File: src/rtl/regfile_pkg.sv
// Shared defaults and types for the multi-port register file.
package regfile_pkg;

  localparam int RF_DATA_W = 24;
  localparam int RF_DEPTH  = 16;

  // One read-port response at the default data width.
  typedef struct packed {
    logic [RF_DATA_W-1:0] data;
    logic                 valid;
  } rd_resp_t;

endpackage

File: src/rtl/regfile_scoreboard.sv
// Per-register busy tracking: reservations set a flag, writes clear it.
// A reservation that is accepted in the same cycle as a write to the same
// register wins, so the register stays busy. busy_cnt follows the flags
// incrementally. At most one flag rises and one falls per cycle.
module regfile_scoreboard
  import regfile_pkg::*;
#(
  parameter int DEPTH  = RF_DEPTH,
  parameter int ADDR_W = $clog2(DEPTH)
) (
  input  logic              clk,
  input  logic              rst,
  input  logic              wr_en,
  input  logic [ADDR_W-1:0] wr_addr,
  input  logic              rsv_en,
  input  logic [ADDR_W-1:0] rsv_addr,
  output logic              rsv_ok,
  output logic [DEPTH-1:0]  busy,
  output logic [ADDR_W:0]   busy_cnt
);

  logic [DEPTH-1:0] r_busy;
  logic [ADDR_W:0]  r_busy_cnt;
  logic [DEPTH-1:0] w_set;
  logic [DEPTH-1:0] w_clr;
  logic [DEPTH-1:0] w_busy_next;
  logic [ADDR_W:0]  w_cnt_next;
  logic             w_wr_in_range;
  logic             w_rsv_in_range;
  logic             w_rsv_take;
  logic             w_inc;
  logic             w_dec;

  assign w_wr_in_range  = int'(wr_addr) < DEPTH;
  assign w_rsv_in_range = int'(rsv_addr) < DEPTH;
  assign rsv_ok         = w_rsv_in_range && !r_busy[rsv_addr];
  assign w_rsv_take     = rsv_en && rsv_ok;

  genvar gi;
  generate
    for (gi = 0; gi < DEPTH; gi++) begin : g_flag
      assign w_set[gi]       = w_rsv_take && (rsv_addr == ADDR_W'(gi));
      assign w_clr[gi]       = wr_en && w_wr_in_range && (wr_addr == ADDR_W'(gi));
      assign w_busy_next[gi] = w_set[gi] | (r_busy[gi] & ~w_clr[gi]);
    end
  endgenerate

  // A set only ever lands on an idle flag; a clear counts only if it really drops one.
  assign w_inc      = |(w_set & ~r_busy);
  assign w_dec      = |(w_clr & r_busy & ~w_set);
  assign w_cnt_next = r_busy_cnt + {{ADDR_W{1'b0}}, w_inc} - {{ADDR_W{1'b0}}, w_dec};

  // Busy flags and their population count.
  always_ff @(posedge clk) begin
    if (rst) begin
      r_busy     <= '0;
      r_busy_cnt <= '0;
    end else begin
      r_busy     <= w_busy_next;
      r_busy_cnt <= w_cnt_next;
    end
  end

  assign busy     = r_busy;
  assign busy_cnt = r_busy_cnt;

endmodule

File: src/rtl/regfile_mp.sv
// Register file with one write port, two registered read ports and a busy
// scoreboard for reservations. Optional macro REGFILE_BYPASS_EN forwards a
// same-cycle write to a matching read (ignoring busy); without it a read
// sees the pre-write contents and busy flag.
module regfile_mp
  import regfile_pkg::*;
#(
  parameter int DATA_W = RF_DATA_W,
  parameter int DEPTH  = RF_DEPTH,
  parameter int ADDR_W = $clog2(DEPTH)
) (
  input  logic              clk,
  input  logic              rst,
  input  logic              wr_en,
  input  logic [ADDR_W-1:0] wr_addr,
  input  logic [DATA_W-1:0] wr_data,
  input  logic              rd0_en,
  input  logic [ADDR_W-1:0] rd0_addr,
  output logic [DATA_W-1:0] rd0_data,
  output logic              rd0_valid,
  input  logic              rd1_en,
  input  logic [ADDR_W-1:0] rd1_addr,
  output logic [DATA_W-1:0] rd1_data,
  output logic              rd1_valid,
  input  logic              rsv_en,
  input  logic [ADDR_W-1:0] rsv_addr,
  output logic              rsv_ok,
  output logic [DEPTH-1:0]  busy,
  output logic [ADDR_W:0]   busy_cnt
);

  logic [DATA_W-1:0] r_mem [DEPTH];
  logic [DEPTH-1:0]  w_busy;
  logic              w_wr_in_range;
  logic              w_rd_en   [2];
  logic [ADDR_W-1:0] w_rd_addr [2];

  assign w_wr_in_range = int'(wr_addr) < DEPTH;
  assign w_rd_en[0]    = rd0_en;
  assign w_rd_en[1]    = rd1_en;
  assign w_rd_addr[0]  = rd0_addr;
  assign w_rd_addr[1]  = rd1_addr;

  regfile_scoreboard #(
    .DEPTH  (DEPTH),
    .ADDR_W (ADDR_W)
  ) u_scoreboard (
    .clk      (clk),
    .rst      (rst),
    .wr_en    (wr_en),
    .wr_addr  (wr_addr),
    .rsv_en   (rsv_en),
    .rsv_addr (rsv_addr),
    .rsv_ok   (rsv_ok),
    .busy     (w_busy),
    .busy_cnt (busy_cnt)
  );

  // Storage: cleared on reset, out-of-range writes dropped.
  always_ff @(posedge clk) begin
    if (rst) begin
      for (int i = 0; i < DEPTH; i++) r_mem[i] <= '0;
    end else if (wr_en && w_wr_in_range) begin
      r_mem[wr_addr] <= wr_data;
    end
  end

  genvar gi;
  generate
    for (gi = 0; gi < 2; gi++) begin : g_rd
      logic [DATA_W-1:0] r_data;
      logic              r_valid;
      logic              w_in_range;

      assign w_in_range = int'(w_rd_addr[gi]) < DEPTH;
`ifdef REGFILE_BYPASS_EN
      logic w_hit;
      assign w_hit = wr_en && w_wr_in_range && (wr_addr == w_rd_addr[gi]);
`endif

      // One-cycle read response; data holds whenever the read is not valid.
      always_ff @(posedge clk) begin
        if (rst) begin
          r_data  <= '0;
          r_valid <= 1'b0;
        end else if (!w_rd_en[gi]) begin
          r_valid <= 1'b0;
        end else if (!w_in_range) begin
          r_data  <= '0;
          r_valid <= 1'b1;
`ifdef REGFILE_BYPASS_EN
        end else if (w_hit) begin
          r_data  <= wr_data;
          r_valid <= 1'b1;
`endif
        end else if (!w_busy[w_rd_addr[gi]]) begin
          r_data  <= r_mem[w_rd_addr[gi]];
          r_valid <= 1'b1;
        end else begin
          r_valid <= 1'b0;
        end
      end
    end
  endgenerate

  assign rd0_data  = g_rd[0].r_data;
  assign rd0_valid = g_rd[0].r_valid;
  assign rd1_data  = g_rd[1].r_data;
  assign rd1_valid = g_rd[1].r_valid;
  assign busy      = w_busy;

endmodule

File: config.mk
export PLATFORM = sky130hd
export DESIGN_NAME = regfile_mp
export DESIGN_NICKNAME = d
export VERILOG_FILES = /design/src/rtl/regfile_pkg.sv /design/src/rtl/regfile_scoreboard.sv /design/src/rtl/regfile_mp.sv
export SDC_FILE = /design/constraint.sdc
export NUM_CORES = 1
export LEC_CHECK = 0
export ABC_AREA = 0
export CORE_MARGIN = 5
export CORE_UTILIZATION = 55
export CTS_CLUSTER_DIAMETER = 50
export DETAILED_ROUTE_END_ITERATION = 7
export GPL_TIMING_DRIVEN = 0
export MAX_ROUTING_LAYER = met4
export PLACE_DENSITY_LB_ADDON = 0.08
export SLEW_MARGIN = 20
export SYNTH_ARGS = -nofsm -noshare
export SYNTH_HDL_FRONTEND = slang
export SYNTH_SLANG_ARGS = --single-unit
File: constraint.sdc
create_clock -name clk -period 8.6 [get_ports clk]
set_input_delay 1.29 -clock clk [delete_from_list [all_inputs] [get_ports clk]]
set_output_delay 1.29 -clock clk [all_outputs]
set_load 0.05 [all_outputs]
==> out/results.tsv <==
stage	metric	value	unit
run_status	status	complete, no violations	
grt	grt_pass1_wl	106000	um
setup_path	path_class	in -> out	
timing	holdWs	472	ps
timing	hold_violations	0	
setup_path	path_max_fanout	8	
floorplanning	chipHeight	217	um
setup_path	max_stage_delay	800	ps
floorplanning	num_rows	75	
timing	worst_pin_slew	1210	ps
setup_path	reg2reg_to	u_scoreboard.busy_cnt[4]$_SDFF_PP0_	
timing	fmax	205	MHz
grt	track_usage	0.319	
logic_synthesis	ys_warn_count	0	
timing	min_period_over_period	0.567	
setup_path	arrival	3590	ps
clock_tree	clk_latency	600	ps
timing	fin_crit	4880	ps
logic_synthesis	synth_top_family_by_area	multiplexers	
route	drt-initial-drc-count	2386	
setup_path	cp-endpoint	rsv_ok	
setup_path	start_kind	input port	
placement	place_inst	2328	
floorplanning	fp.coreArea	42100	um^2
pwr	p_leak	0.00921	uW
grt	antenna_found_initial	3	
flow_run	drv_cap	0	
logic_synthesis	synthXorXnorAreaFrac	0.00149	
route	drt_first_pass_iters	5	
pwr	power	5620	uW
setup_path	crit_path_cell_trace	clkbuf_1 -> mux4_2 -> mux4_2 -> inv_1 -> clkdlybuf4s50_1	
finish	layout-area-overhead-vs-synth	15.2	%
floorplanning	die_x	217	um
timing	setup_tns	0	ps
logic_synthesis	syn_inst	1672	
logic_synthesis	synth_compound_gate_area_share	0.0736	
clock_tree	h-tree-depth	2	
logic_synthesis	yosys_register_bits	455	
clock_tree	cts_sinks	455	
timing	slew_viol_final	0	
setup_path	r2r_start	u_scoreboard.busy[8]$_SDFF_PP0_	
setup_path	cp-end-kind	primary output	
logic_synthesis	synth_fa_ha_area_frac	0.00351	
placement	port-buffer-count	113	
timing	slew_headroom	0.196	
route	vias_per_cell	6.55	
logic_synthesis	avgSynthCellArea	14.1	um^2
logic_synthesis	yosys.area_share.simple	0.140	
finish	drive_gt1_frac	0.204	
finish	final_nets	1895	
clock_tree	tritoncts	done	
clock_tree	root_buffer	clkbuf_16	
floorplanning	io_pins	118	
clock_tree	cts_buffer_depth	3	
floorplanning	dieArea	47000	um^2
route	wl_per_cell	29.9	um
timing	rsz0062_at_grt	no	
finish	final_cells	2427	
setup_path	path_common_cell	mux4_2	
logic_synthesis	yosysSeqAreaShare	0.551	
hold_path	holdCritPathClass	reg -> reg	
grt	grt_overflow_total	0	
logic_synthesis	synthFlopType	edfxtp_1	
route	wl	72600	um
placement	dpl.hpwl	49800	um
pwr	peakVddDrop	0.148	mV
clock_tree	holdBufCountCts	0	
hold_path	worstHoldStart	rd0_data[17]$_SDFFE_PP0P_	
placement	finalWeightedCongestion	0.928	
logic_synthesis	synth_edf_count	384	
setup_path	crit_slowest_cell	clkdlybuf4s50_1	
setup_path	worstPathRequired	7310	ps
logic_synthesis	async_flop_share	0	
clock_tree	cts_setup_buffers	0	
setup_path	crit_start	rsv_addr[0]	
logic_synthesis	synth_area	23500	um^2
floorplanning	initial_core_util	0.558	
timing	finalSetupViolations	0	
setup_path	rr_worst_depth	13	
clock_tree	clkTransAtPathRegs	60	ps
setup_path	r2r_slack	5520	ps
finish	fin_util	0.643	
route	drc_errors	0	
route	ant_nets	0	
pwr	power_density	207	nW/um^2
timing	clock_skew	17.1	ps
route	vias	15900	
finish	num-fill-cells	3125	
clock_tree	cts_made_buffers	52	
clock_tree	cts_resized	0	
logic_synthesis	synth_cell_types	44	
grt	grt_max_degree	26	
logic_synthesis	synth_nets	1724	
logic_synthesis	synth_mux_area_frac	0.198	
grt	grt_pass1_vias	16000	
## cells in the final DEF, fill, tap and decap left out, types with 3 or more instances in the layout
master / count
clkbuf_16: 53
mux2i_1: 9
a21oi_1: 14
buf_12: 3
ha_1: 5
and2_1: 386
mux4_2: 202
buf_6: 6
o21ai_1: 40
clkbuf_1: 116
clkinvlp_4: 7
nor2_1: 25
clkdlybuf4s50_1: 113
nand2_1: 75
bufinv_16: 3
nor3_1: 8
buf_4: 8
clkbuf_8: 3
buf_2: 21
a21oi_2: 40
clkbuf_2: 4
clkinv_2: 9
a21o_2: 12
nor2b_1: 11
a22oi_1: 97
a31o_2: 4
inv_1: 24
nand3_1: 49
dfxtp_1: 71
o21ai_0: 25
buf_1: 9
clkinv_1: 7
edfxtp_1: 384
diode_2: 4
nor3b_1: 4
## logic make-up after synthesis
kind of cell             after synthesis
AO/OA/AOI/OAI                        243
XOR/XNOR                               4
adder cells (fa/ha/maj)                6
buffers and inverters                179
flip-flops                           455
multiplexers                         213
AND/OR/NAND/NOR                      572
## power breakdown
| part | switching, uW | internal, uW | total [uW] | leakage [uW] |
|---|---|---|---|---|
| logic | 508 | 335 | 843 | 0.00416 |
| registers | 72.5 | 2530 | 2610 | 0.00426 |
| clock network | 923 | 1250 | 2170 | 0.000794 |
## area by class of cell
| cell class | count | area, um^2 | area share |
|---|---|---|---|
| Clock inverter | 30 | 251 | 0.00928 |
| Timing Repair Buffer | 117 | 1220 | 0.0450 |
| Inverter | 24 | 90.1 | 0.00332 |
| Multi-Input combinational cell | 1038 | 9810 | 0.362 |
| Buffer | 155 | 688 | 0.0254 |
| Sequential cell | 455 | 13000 | 0.478 |
| Antenna cell | 4 | 10.0 | 0.000369 |
| Tap cell | 539 | 674 | 0.0249 |
| Clock buffer | 65 | 1400 | 0.0517 |
## worst min-delay path by stage
stage / to / cells after the start
detailed placement: rd1_data[17]$_SDFFE_PP0P_ / 2
finish: rd0_data[17]$_SDFFE_PP0P_ / 2
floorplan: rd0_data[0]$_SDFFE_PP0P_ / 2
global route: rd0_data[0]$_SDFFE_PP0P_ / 2
CTS: rd0_data[17]$_SDFFE_PP0P_ / 2
global placement: rd1_data[20]$_SDFFE_PP0P_ / 2
## cell usage after synthesis, types with 6 or more instances
cell type  count  share of area
and2_1       386           0.10
edfxtp_1     384           0.49
mux4_2       202           0.19
clkbuf_1     107          0.017
a22oi_1       97          0.031
nand2_1       75          0.012
dfxtp_1       71          0.060
nand3_1       49          0.010
a21oi_2       40          0.015
o21ai_1       40         0.0085
nor2_1        25         0.0040
o21ai_0       25         0.0053
inv_1         24         0.0038
buf_2         21         0.0045
a21o_1        14         0.0045
a21oi_1       14         0.0030
nor2b_1       11         0.0029
buf_1          9         0.0014
mux2i_1        9         0.0038
buf_4          8         0.0026
nor3_1         8         0.0017
buf_6          6         0.0029
## metrics by stage
step,worst slack [ps],instance area (um^2)
floorplan,4360,23500
global placement,3540,25300
detailed placement,3470,25400
CTS,3710,27100
global route,3590,27100
finish,3720,27100
## per-layer routing
layer / share of wire / track usage / vias up
li1: - / - / 6722
met1: 0.37 / 0.426 / 8049
met2: 0.47 / 0.499 / 1004
met3: 0.13 / 0.0824 / 127
met4: 0.025 / 0.0836 / 0
met5: 0 / - / -
## flip-flops by register name (all words and copies together) (netlist names)
name                   cells
r_mem                    384
rd0_data                  24
rd0_valid                  1
rd1_data                  24
rd1_valid                  1
u_scoreboard.busy         16
u_scoreboard.busy_cnt      5
## critical path, delay by kind of cell
family | cells | cell delay [ps]
buffers and inverters | 3 | 1210
muxes | 2 | 1090
Power figures use the tool's default switching activity.
